[src/rtl/pipe_hazard_ctrl_pkg.sv]
// Shared types for the pipeline hazard/stall sequencer.
// Used by pipe_hazard_ctrl and mem_wait_fsm.
package pipe_ctrl_pkg;

  typedef enum logic [1:0] {
    RUN     = 2'd0,
    MEMWAIT = 2'd1,
    HALTED  = 2'd2
  } pipe_state_e;

  typedef struct packed {
    logic stall;
    logic flush;
  } stage_ctrl_t;

  localparam logic [3:0] REG_ZERO = 4'd0;

endpackage

[src/rtl/pipe_hazard_ctrl_mem_wait_fsm.sv]
// Run / memory-wait / halt state machine with wait counter
// and sticky timeout flag.
module mem_wait_fsm
  import pipe_ctrl_pkg::*;
#(
  parameter logic [7:0] MEM_TIMEOUT = 8'd255
) (
  input  logic        clk,
  input  logic        rst,
  input  logic        memstall,
  input  logic        wb_halt,
  output pipe_state_e state,
  output logic        err_timeout
);

  logic [7:0] wait_cnt;
  logic [7:0] wait_nxt;

  // Count of stalled cycles including the current one.
  assign wait_nxt = (state == MEMWAIT) ? wait_cnt + 8'd1 : 8'd1;

  always_ff @(posedge clk) begin
    if (!rst) begin
      state       <= RUN;
      wait_cnt    <= '0;
      err_timeout <= 1'b0;
    end else begin
      unique case (state)
        RUN, MEMWAIT: begin
          if (wb_halt) begin
            state    <= HALTED;
            wait_cnt <= '0;
          end else if (!memstall) begin
            state    <= RUN;
            wait_cnt <= '0;
          end else if (wait_nxt == MEM_TIMEOUT) begin
            state       <= HALTED;
            wait_cnt    <= '0;
            err_timeout <= 1'b1;
          end else begin
            state    <= MEMWAIT;
            wait_cnt <= wait_nxt;
          end
        end
        default: wait_cnt <= '0;
      endcase
    end
  end

endmodule

[src/rtl/pipe_hazard_ctrl.sv]
// Central stall/flush sequencer for the 5-stage pipeline.
// Perf counters built only with PIPE_HAZARD_CTRL_PERF_EN.
module pipe_hazard_ctrl
  import pipe_ctrl_pkg::*;
#(
  parameter logic [7:0] MEM_TIMEOUT = 8'd255
) (
  input  logic        clk,
  input  logic        rst,
  input  logic        idex_memread,
  input  logic [3:0]  idex_rd,
  input  logic [3:0]  ifid_rs,
  input  logic [3:0]  ifid_rt,
  input  logic        ifid_uses_rs,
  input  logic        ifid_uses_rt,
  input  logic        ex_branch_taken,
  input  logic        dmem_req,
  input  logic        dmem_ready,
  input  logic        wb_halt,
  output logic        pc_write,
  output logic        stall_ifid,
  output logic        flush_ifid,
  output logic        stall_idex,
  output logic        flush_idex,
  output logic        stall_exmem,
  output logic        flush_exmem,
  output logic        stall_memwb,
  output logic        flush_memwb,
  output logic        halted,
  output logic        err_timeout,
  output logic [15:0] cnt_loaduse,
  output logic [15:0] cnt_memwait,
  output logic [15:0] cnt_branch
);

  pipe_state_e state;
  stage_ctrl_t ifid, idex, exmem, memwb;
  logic memstall, loaduse, is_halt, live;
  logic sel_rst, sel_halt, sel_mem, sel_br, sel_lu;

  assign memstall = dmem_req & ~dmem_ready;
  assign loaduse  = idex_memread & (idex_rd != REG_ZERO)
                  & ((ifid_uses_rs & (ifid_rs == idex_rd))
                  |  (ifid_uses_rt & (ifid_rt == idex_rd)));

  mem_wait_fsm #(
    .MEM_TIMEOUT(MEM_TIMEOUT)
  ) u_fsm (
    .clk        (clk),
    .rst        (rst),
    .memstall   (memstall),
    .wb_halt    (wb_halt),
    .state      (state),
    .err_timeout(err_timeout)
  );

  // One-hot winning cause so the decoder below stays unique.
  assign is_halt  = (state == HALTED);
  assign live     = rst & ~is_halt;
  assign sel_rst  = ~rst;
  assign sel_halt = rst & is_halt;
  assign sel_mem  = live & memstall;
  assign sel_br   = live & ~memstall & ex_branch_taken;
  assign sel_lu   = live & ~memstall & ~ex_branch_taken & loaduse;

  always_comb begin
    ifid     = '0;
    idex     = '0;
    exmem    = '0;
    memwb    = '0;
    pc_write = 1'b1;
    unique case (1'b1)
      sel_rst: begin
        ifid.flush  = 1'b1;
        idex.flush  = 1'b1;
        exmem.flush = 1'b1;
        memwb.flush = 1'b1;
        pc_write    = 1'b0;
      end
      sel_halt: begin
        ifid.stall  = 1'b1;
        idex.stall  = 1'b1;
        exmem.stall = 1'b1;
        memwb.stall = 1'b1;
        pc_write    = 1'b0;
      end
      sel_mem: begin
        ifid.stall  = 1'b1;
        idex.stall  = 1'b1;
        exmem.stall = 1'b1;
        memwb.flush = 1'b1;
        pc_write    = 1'b0;
      end
      sel_br: begin
        ifid.flush = 1'b1;
        idex.flush = 1'b1;
      end
      sel_lu: begin
        ifid.stall = 1'b1;
        idex.flush = 1'b1;
        pc_write   = 1'b0;
      end
      default: ;
    endcase
  end

  assign stall_ifid  = ifid.stall;
  assign flush_ifid  = ifid.flush;
  assign stall_idex  = idex.stall;
  assign flush_idex  = idex.flush;
  assign stall_exmem = exmem.stall;
  assign flush_exmem = exmem.flush;
  assign stall_memwb = memwb.stall;
  assign flush_memwb = memwb.flush;
  assign halted      = sel_halt;

`ifdef PIPE_HAZARD_CTRL_PERF_EN
  logic [15:0] lu_q, mw_q, br_q;

  // Causes are already gated by live, so counters freeze in HALTED.
  always_ff @(posedge clk) begin
    if (!rst) begin
      lu_q <= '0;
      mw_q <= '0;
      br_q <= '0;
    end else begin
      if (sel_lu && lu_q != 16'hFFFF) lu_q <= lu_q + 16'd1;
      if (sel_mem && mw_q != 16'hFFFF) mw_q <= mw_q + 16'd1;
      if (sel_br && br_q != 16'hFFFF) br_q <= br_q + 16'd1;
    end
  end

  assign cnt_loaduse = lu_q;
  assign cnt_memwait = mw_q;
  assign cnt_branch  = br_q;
`else
  assign cnt_loaduse = '0;
  assign cnt_memwait = '0;
  assign cnt_branch  = '0;
`endif

endmodule

[config.mk]
export PLATFORM = sky130hd
export DESIGN_NAME = pipe_hazard_ctrl
export DESIGN_NICKNAME = d
export VERILOG_FILES = /design/src/rtl/pipe_hazard_ctrl_pkg.sv /design/src/rtl/pipe_hazard_ctrl_mem_wait_fsm.sv /design/src/rtl/pipe_hazard_ctrl.sv
export SDC_FILE = /design/constraint.sdc
export NUM_CORES = 1
export LEC_CHECK = 0
export ABC_AREA = 1
export CORE_ASPECT_RATIO = 0.8
export CORE_UTILIZATION = 34
export CTS_CLUSTER_DIAMETER = 60
export CTS_CLUSTER_SIZE = 10
export DETAILED_ROUTE_END_ITERATION = 16
export PLACE_DENSITY = 0.86
export SYNTH_ARGS = -nofsm -noshare
export SYNTH_HDL_FRONTEND = slang
export SYNTH_HIERARCHICAL = 1
export SYNTH_SLANG_ARGS = --single-unit
[constraint.sdc]
create_clock -name clk -period 3.8 [get_ports clk]
set_input_delay 0.76 -clock clk [delete_from_list [all_inputs] [get_ports clk]]
set_output_delay 0.76 -clock clk [all_outputs]
set_load 0.1 [all_outputs]
==> summary.md, run 1 <==
| Metric | Value |
|---|---|
| Status | complete, no violations |
| Worst path arrival time | 2.28 ns |
| # H-tree levels | 1 |
| Pre-CTS WS | 0.775 ns |
| CTS resizes | 0 |
| Worst Max-Slew Pin Slew | 0.960 ns |
| Final Setup Violations | 0 |
| Max VDD drop | roughly 0.00016 V |
| Adder-Cell Fraction of Synth Area | 0.0103 |
| Reg2reg path depth | 10 |
| Filler Cells Inserted | ~360 |
| Port bufs | 31 |
| RSZ-0062 raised after global routing | no |
| Compound-Gate Fraction of Synth Area | 0.0454 |
| Count leader, synth | buf_4 |
| Post-route cell area | 1440 sq um |
| Total stage count of the critical path | 8 |
| Area of placed instances | 1390 sq um |
| Detail Placement HPWL | 2.00 mm |
| Max Cap Violations | 0 |
| Crit path max fanout | 8 |
| DRC viols | 0 |
| Slew Viols, Final | 0 |
| Depth of the worst hold-timing path | 2 |
| Flops & latches, synth | 11 |
| Core Util, Final | 0.420 |
| Mux contribution to synthesized area | 0 |
| Die span in x | 68.8 microns |
| Relative slew slack | 0.358 |
| Hold Path Class | register to register |
| Cell Rows | 19 |
| Final worst-path cycle share | 0.800 |
| Crit path max-delay family | buffers and inverters |
| Layout Skew | ~0.00042 ns |
| # diodes | 0 |
| CTS tree | built |
| First DRT Iteration DRCs | 23 |
| Fraction of the yosys area taken by sequential cells | 0.182 |
| Starting Density | 0.354 |
| Postcts setup bufs | 0 |
| Antenna Nets Post-Route | 0 |
| CP Data Required Time | approximately 3.0 ns |
| Gr ovfl total | 0 |
| Synth Flop Type | dfxtp_1 |
| Post-layout min period | slightly above 3 ns |
| Post-synth EDFFs | 0 |
| Clk_lat worst skew | 0.24 ns |
| Post-synth cell types | 23 |
| Via/cell ratio | 4.02 |
| Largest cells by area after synthesis | buf_4 31%, dfxtp_1 18%, nand2_1 13% |
| Final Non-Filler Cells | 264 |
| Worst path cell trace | clkdlybuf4s50_1, inv_2, nor2_4, o21ai_2, o21ai_2, inv_2, nand2_1, buf_12 |
| CP Class | input port to primary output |
| Post-synthesis xor/xnor area fraction | 0.0144 |
| Worst-case clock buffer depth | 2 |
| Cells after Synth | 190 |
| Nets | 245 |
| Post-synthesis async set-or-reset flop share | 0 |
| Startpoint Class | input port |
| Worst path max stage delay | 0.65 ns |
| Synth warn | 6 |
| Reg clk slew, reported paths | 0.05 ns |
| Area leader, netlist | buf_4 |
| Global-route wire length before repair | 3.64 mm |
| Largest family of logic cells by synthesized area | buffers and inverters |
| Initial antenna violation count | 0 |
| Crit end category | primary output |
| TritonRoute pass-1 iters | 4 |
| Largest net degree at the start of global routing | 10 |
| Core area | 3420 sq um |
| Die height | 55.4 microns |
| Routability congestion estimate | about 0.83 |
| Die ar. | ~3800 sq um |
| Synth Cell Area | between 1000 and 1500 sq um |
| Post-Route WL | 2.26 mm |
| PD cells | 394 nW/um^2 |
| Average cell area after synthesis | 6.38 sq um |
| Simple-gate portion of the synthesized area | 0.361 |
| Pwr Total | 567 uW |
| Inst Count DP | 260 |
| Layout cells sized above 1 | 0.167 |
| Final worst setup slack | ~0.76 ns |
| Top-area cell type share of the netlist area | 0.310 |
| Clk Tree Root Cell | clkbuf_8 |
| Hold slack final | 0.466 ns |
| Slowest CP cell | clkdlybuf4s50_1 |
| Post-Route Setup TNS | 0 ns |
| Leakage | roughly 0.73 nW |
| Fmax | 329 MHz |
| Vias in the first global route | around 860 |
| Area growth syn-to-layout | 18.7% |
| Total number of vias | 1060 |
| TritonCTS sink count | 11 |
| Post-synth top cells | 50 x buf_4, 43 x nand2_1, 23 x nor2_1 |
| Final hold vios | 0 |
| CTS Buf Count | 3 |
| DR WL/cell | 8.54 microns |
| Hold_buf cts | 0 |
| Crit path buf inv count | 4 |
| Total GRT Usage | 0.127 |
| # IOs | 80 |
## cell type report
cell class,instances,area (sq um),share of cell area
multi-input combinational,152,708,0.492
timing repair buffer,31,323,0.224
sequential,11,220,0.153
inverter,24,90.1,0.0626
tap,42,52.6,0.0365
clock buffer,4,45.0,0.0313
## worst register-to-register path, delay by kind of cell (launching register included)
family,cells,cell delay (ns)
AOI/OAI and AO/OA,1,0.05
adders and majority gates,1,0.24
DFF,1,0.42
and+or+nand+nor,8,0.80
## sequential cells by signal, indices dropped and copies added (netlist names)
name	cells
u_fsm/state	2
u_fsm/err_timeout	1
u_fsm/wait_cnt	8
## placed cells by master (no fill, tap or decap), drive strengths merged, types with 2 or more instances in the layout
| cell type | instances |
|---|---|
| xnor2 | 2 |
| buf | 10 |
| nor2 | 31 |
| dfxtp | 11 |
| nand3 | 13 |
| conb | 48 |
| a21oi | 3 |
| o21ai | 5 |
| and3 | 3 |
| nand2 | 45 |
| inv | 24 |
| clkbuf | 4 |
| clkdlybuf4s50 | 21 |
## worst paths after layout
path | end | slack [ns] | start
worst max register to register | u_fsm/wait_cnt[0]$_SDFF_PP0_ | 2.15 | u_fsm/wait_cnt[0]$_SDFF_PP0_
worst min-delay path | u_fsm/err_timeout$_SDFFE_PN0P_ | 0.47 | u_fsm/err_timeout$_SDFFE_PN0P_
worst max-delay path | flush_idex | 0.76 | rst
worst min register to register | u_fsm/err_timeout$_SDFFE_PN0P_ | 0.47 | u_fsm/err_timeout$_SDFFE_PN0P_
## cell families (layout without fill, tap and decap cells)
group                      count (synthesis)  in the layout
adders and majority gates                  1              1
AOI/OAI and AO/OA                          8              8
DFF                                       11             11
other                                      1             48
buffers and inverters                     74             59
xor gates and xnor gates                   2              2
and+or+nand+nor                           93             93
## power by group
| group | switching [mW] | internal [mW] | leakage [nW] | total [mW] |
|---|---|---|---|---|
| combinational | 0.288 | 0.0437 | 0.616 | 0.331 |
| clock | 0.0427 | 0.0735 | 0.0228 | 0.116 |
| sequential | 0.00240 | 0.117 | 0.0890 | 0.119 |
| total | 0.333 | 0.234 | 0.728 | 0.567 |
## layer usage
metal	track usage	wire length, microns	up-vias
met4	0.0262	19	0
met2	0.218	1170	41
met3	0.0496	147	3
met5	0	0	-
met1	0.144	923	477
li1	-	-	539
Power figures use the tool's default switching activity.
==> run 2: changes to the inputs <==
clock period = 2.84 ns   (was 3.8 ns; I/O delays follow)
==> summary.md, run 2 (synthesized netlist as in run 1, its figures left out) <==
| Metric | Value |
|---|---|
| TritonRoute pass-1 iters | 4 (unchanged) |
| Largest net degree at the start of global routing | 10 (unchanged) |
| Crit end category | primary output |
| Crit path max fanout | 3 (-5) |
| Global-route wire length before repair | 3.72 mm (+2.3%) |
| Part of the power in registers | 0.205 (-0.006) |
| CTS resizes | 0 (unchanged) |
| Layout Skew | 0.00295 ns (+0.00253 ns) |
| CTS tree | built |
| Logic gate share of total power | 0.598 (+0.014) |
| Startpoint Class | input port |
| RSZ-0062 raised after global routing | no |
| Die ar. | 3810 sq um (unchanged) |
| CP Class | input port to primary output |
| Crit path max-delay family | buffers and inverters |
| Largest Register | u_fsm/wait_cnt |
| # H-tree levels | 1 (unchanged) |
| Worst path cell trace | clkdlybuf4s50_1, inv_2, nor2_4, o21ai_2, nor2_2, nand2_1, nand2_1, buf_12 |
| Max Cap Violations | 0 (unchanged) |
| Hold slack final | 0.493 ns (+0.0270 ns) |
| Gr ovfl total | 0 (unchanged) |
| Regs by FF count | u_fsm/wait_cnt x8, u_fsm/state x2, u_fsm/err_timeout x1 |
| DR WL/cell | 8.73 microns (+2.2%) |
| Total GRT Usage | 0.131 (+0.00454) |
| R2R Setup Slk | 1.26 ns (-0.89 ns) |
| Detail Placement HPWL | 2.06 mm (+2.7%) |
| Final worst-path cycle share | 0.883 |
| Cell Rows | 19 (unchanged) |
| Crit path buf inv count | 3 (-1) |
| Postcts setup bufs | 0 (unchanged) |
| Via/cell ratio | 3.89 (-3.1%) |
| PD cells | 504 nW/um^2 (+28%) |
| Final worst setup slack | 0.332 ns (-0.428 ns) |
| Area of placed instances | 1500 sq um (+7.6%) |
| Clk_lat worst skew | 0.23 ns (about the same) |
| # IOs | 80 (unchanged) |
| Nets | 246 (+0.41%) |
| Net Sw Power | 448 uW (+35%) |
| Post-Route Setup TNS | 0 ns (unchanged) |
| Clk Tree Root Cell | clkbuf_8 |
| Most frequent CP cell | nand2_1 |
| Most common cell after layout, fill and taps aside | conb_1 |
| Vias in the first global route | 885 (+3.5%) |
| CTS Buf Count | 3 (unchanged) |
| Antenna Nets Post-Route | 0 (unchanged) |
| Routability congestion estimate | 0.910 (+9.7%) |
| Routed length on met2 | 1.12 mm (-4.0%) |
| Worst path arrival time | 1.94 ns (-0.34 ns) |
| Final Setup Violations | 0 (unchanged) |
| Max reg flops | 8 (unchanged) |
| Switching share of power | 0.575 (-0.0114) |
| Max VDD drop | 0.000241 V (+50%) |
| Area growth syn-to-layout | 27.5% |
| Final hold vios | 0 (unchanged) |
| Worst path max stage delay | 0.49 ns (-0.16 ns) |
| Hold_buf cts | 0 (unchanged) |
| Port bufs | 31 (unchanged) |
| # diodes | 0 (unchanged) |
| Starting Density | 0.354 (unchanged) |
| Fmax | ~400 MHz |
| Leakage | 0.762 nW (+4.7%) |
| Most frequent cells in the layout | 48 x conb_1, 42 x nand2_1, 23 x nor2_1 |
| Filler Cells Inserted | 351 (-2.2%) |
| Post-layout min period | 2.51 ns |
| CP Data Required Time | 2.27 ns (-0.77 ns) |
| Clk network pwr share | 0.197 (-0.008) |
| Int Pwr | 331 uW (+41%) |
| Die height | 55.4 microns (unchanged) |
| Worst-case clock buffer depth | 2 (unchanged) |
| Sequential cell area | 220 sq um (unchanged) |
| Metal-1 WL | 1.01 mm (+9.8%) |
| Metal3 WL | 131 microns (-11%) |
| Total number of vias | 1031 (-2.7%) |
| Slew Viols, Final | 0 (unchanged) |
| Layout cells sized above 1 | 0.184 (+0.0172) |
| Top Metal Used | met4 |
| Die span in x | 68.8 microns (unchanged) |
| Multi-input logic area | 722 sq um (+1.9%) |
| DRC viols | 0 (unchanged) |
| Post-Route WL | 2.31 mm (+2.6%) |
| Status | complete, no violations |
| Slowest CP cell | clkdlybuf4s50_1 |
| Reg clk slew, reported paths | 0.05 ns (about the same) |
| First DRT Iteration DRCs | 12 (-48%) |
| Post-route cell area | 1550 sq um (+7.4%) |
| Core area | 3420 sq um (unchanged) |
| TritonCTS sink count | 11 (unchanged) |
| Pre-CTS WS | 0.329 ns (-0.446 ns) |
| Hold Path Class | register to register |
| Initial antenna violation count | 0 (unchanged) |
==> run 2: cell types whose count changed in the layout (fill, tap and decap cells not counted) <==
cell | previous run | this run
buf_4 | 7 | 2
a21oi_2 | 1 | 2
nand2_2 | 1 | 2
a21oi_1 | 2 | 1
clkdlybuf4s50_1 | 21 | 20
nand2_1 | 43 | 42
buf_12 | 3 | 10
o21ai_4 | 0 | 1
o21ai_2 | 3 | 2
==> run 2: routing by layer <==
layer,up-vias,track usage
li1,544,-
met4,0,0.0612
met5,-,0
met2,41,0.207
met3,6,0.0331
met1,440,0.163
==> run 2: power groups by stage <==
stage	registers (mW)	logic, mW	clock network, mW
after detailed placement	0.163	0.465	0
final	0.160	0.466	0.153
after floorplan	0.162	0.436	0
after global routing	0.160	0.479	0.172
after global placement	0.163	0.463	0
after CTS	0.160	0.466	0.160
==> run 2: cell type report <==
cell class / count / share of cell area
Clock buffer: 4 / 0.0291
Inverter: 24 / 0.0583
Multi-Input combinational cell: 152 / 0.467
Sequential cell: 11 / 0.143
Tap cell: 42 / 0.0340
Timing Repair Buffer: 32 / 0.269
==> run 2: metrics by stage <==
stage / utilization / cells / power (mW)
2_1_floorplan: - / 237 / 0.598
3_3_place_gp: 0.438 / 261 / 0.626
3_5_place_dp: 0.438 / 261 / 0.628
4_1_cts: 0.451 / 265 / 0.786
5_1_grt: 0.451 / 265 / 0.811
6_report: 0.451 / 265 / 0.779
==> run 2: final timing paths <==
check / start / to / cells after the start
worst max-delay path: rst / stall_ifid / 8
worst min-delay path: u_fsm/err_timeout$_SDFFE_PN0P_ / u_fsm/err_timeout$_SDFFE_PN0P_ / 2
worst max register to register: u_fsm/wait_cnt[0]$_SDFF_PP0_ / u_fsm/wait_cnt[4]$_SDFF_PP0_ / 9
worst min register to register: u_fsm/err_timeout$_SDFFE_PN0P_ / u_fsm/err_timeout$_SDFFE_PN0P_ / 2
==> run 2: worst min-delay path, delay by kind of cell (launching register included) <==
family	cells	cell delay, ns
AO/OA/AOI/OAI	1	0.05
AND/OR/NAND/NOR	1	0.08
flip-flops	1	0.32
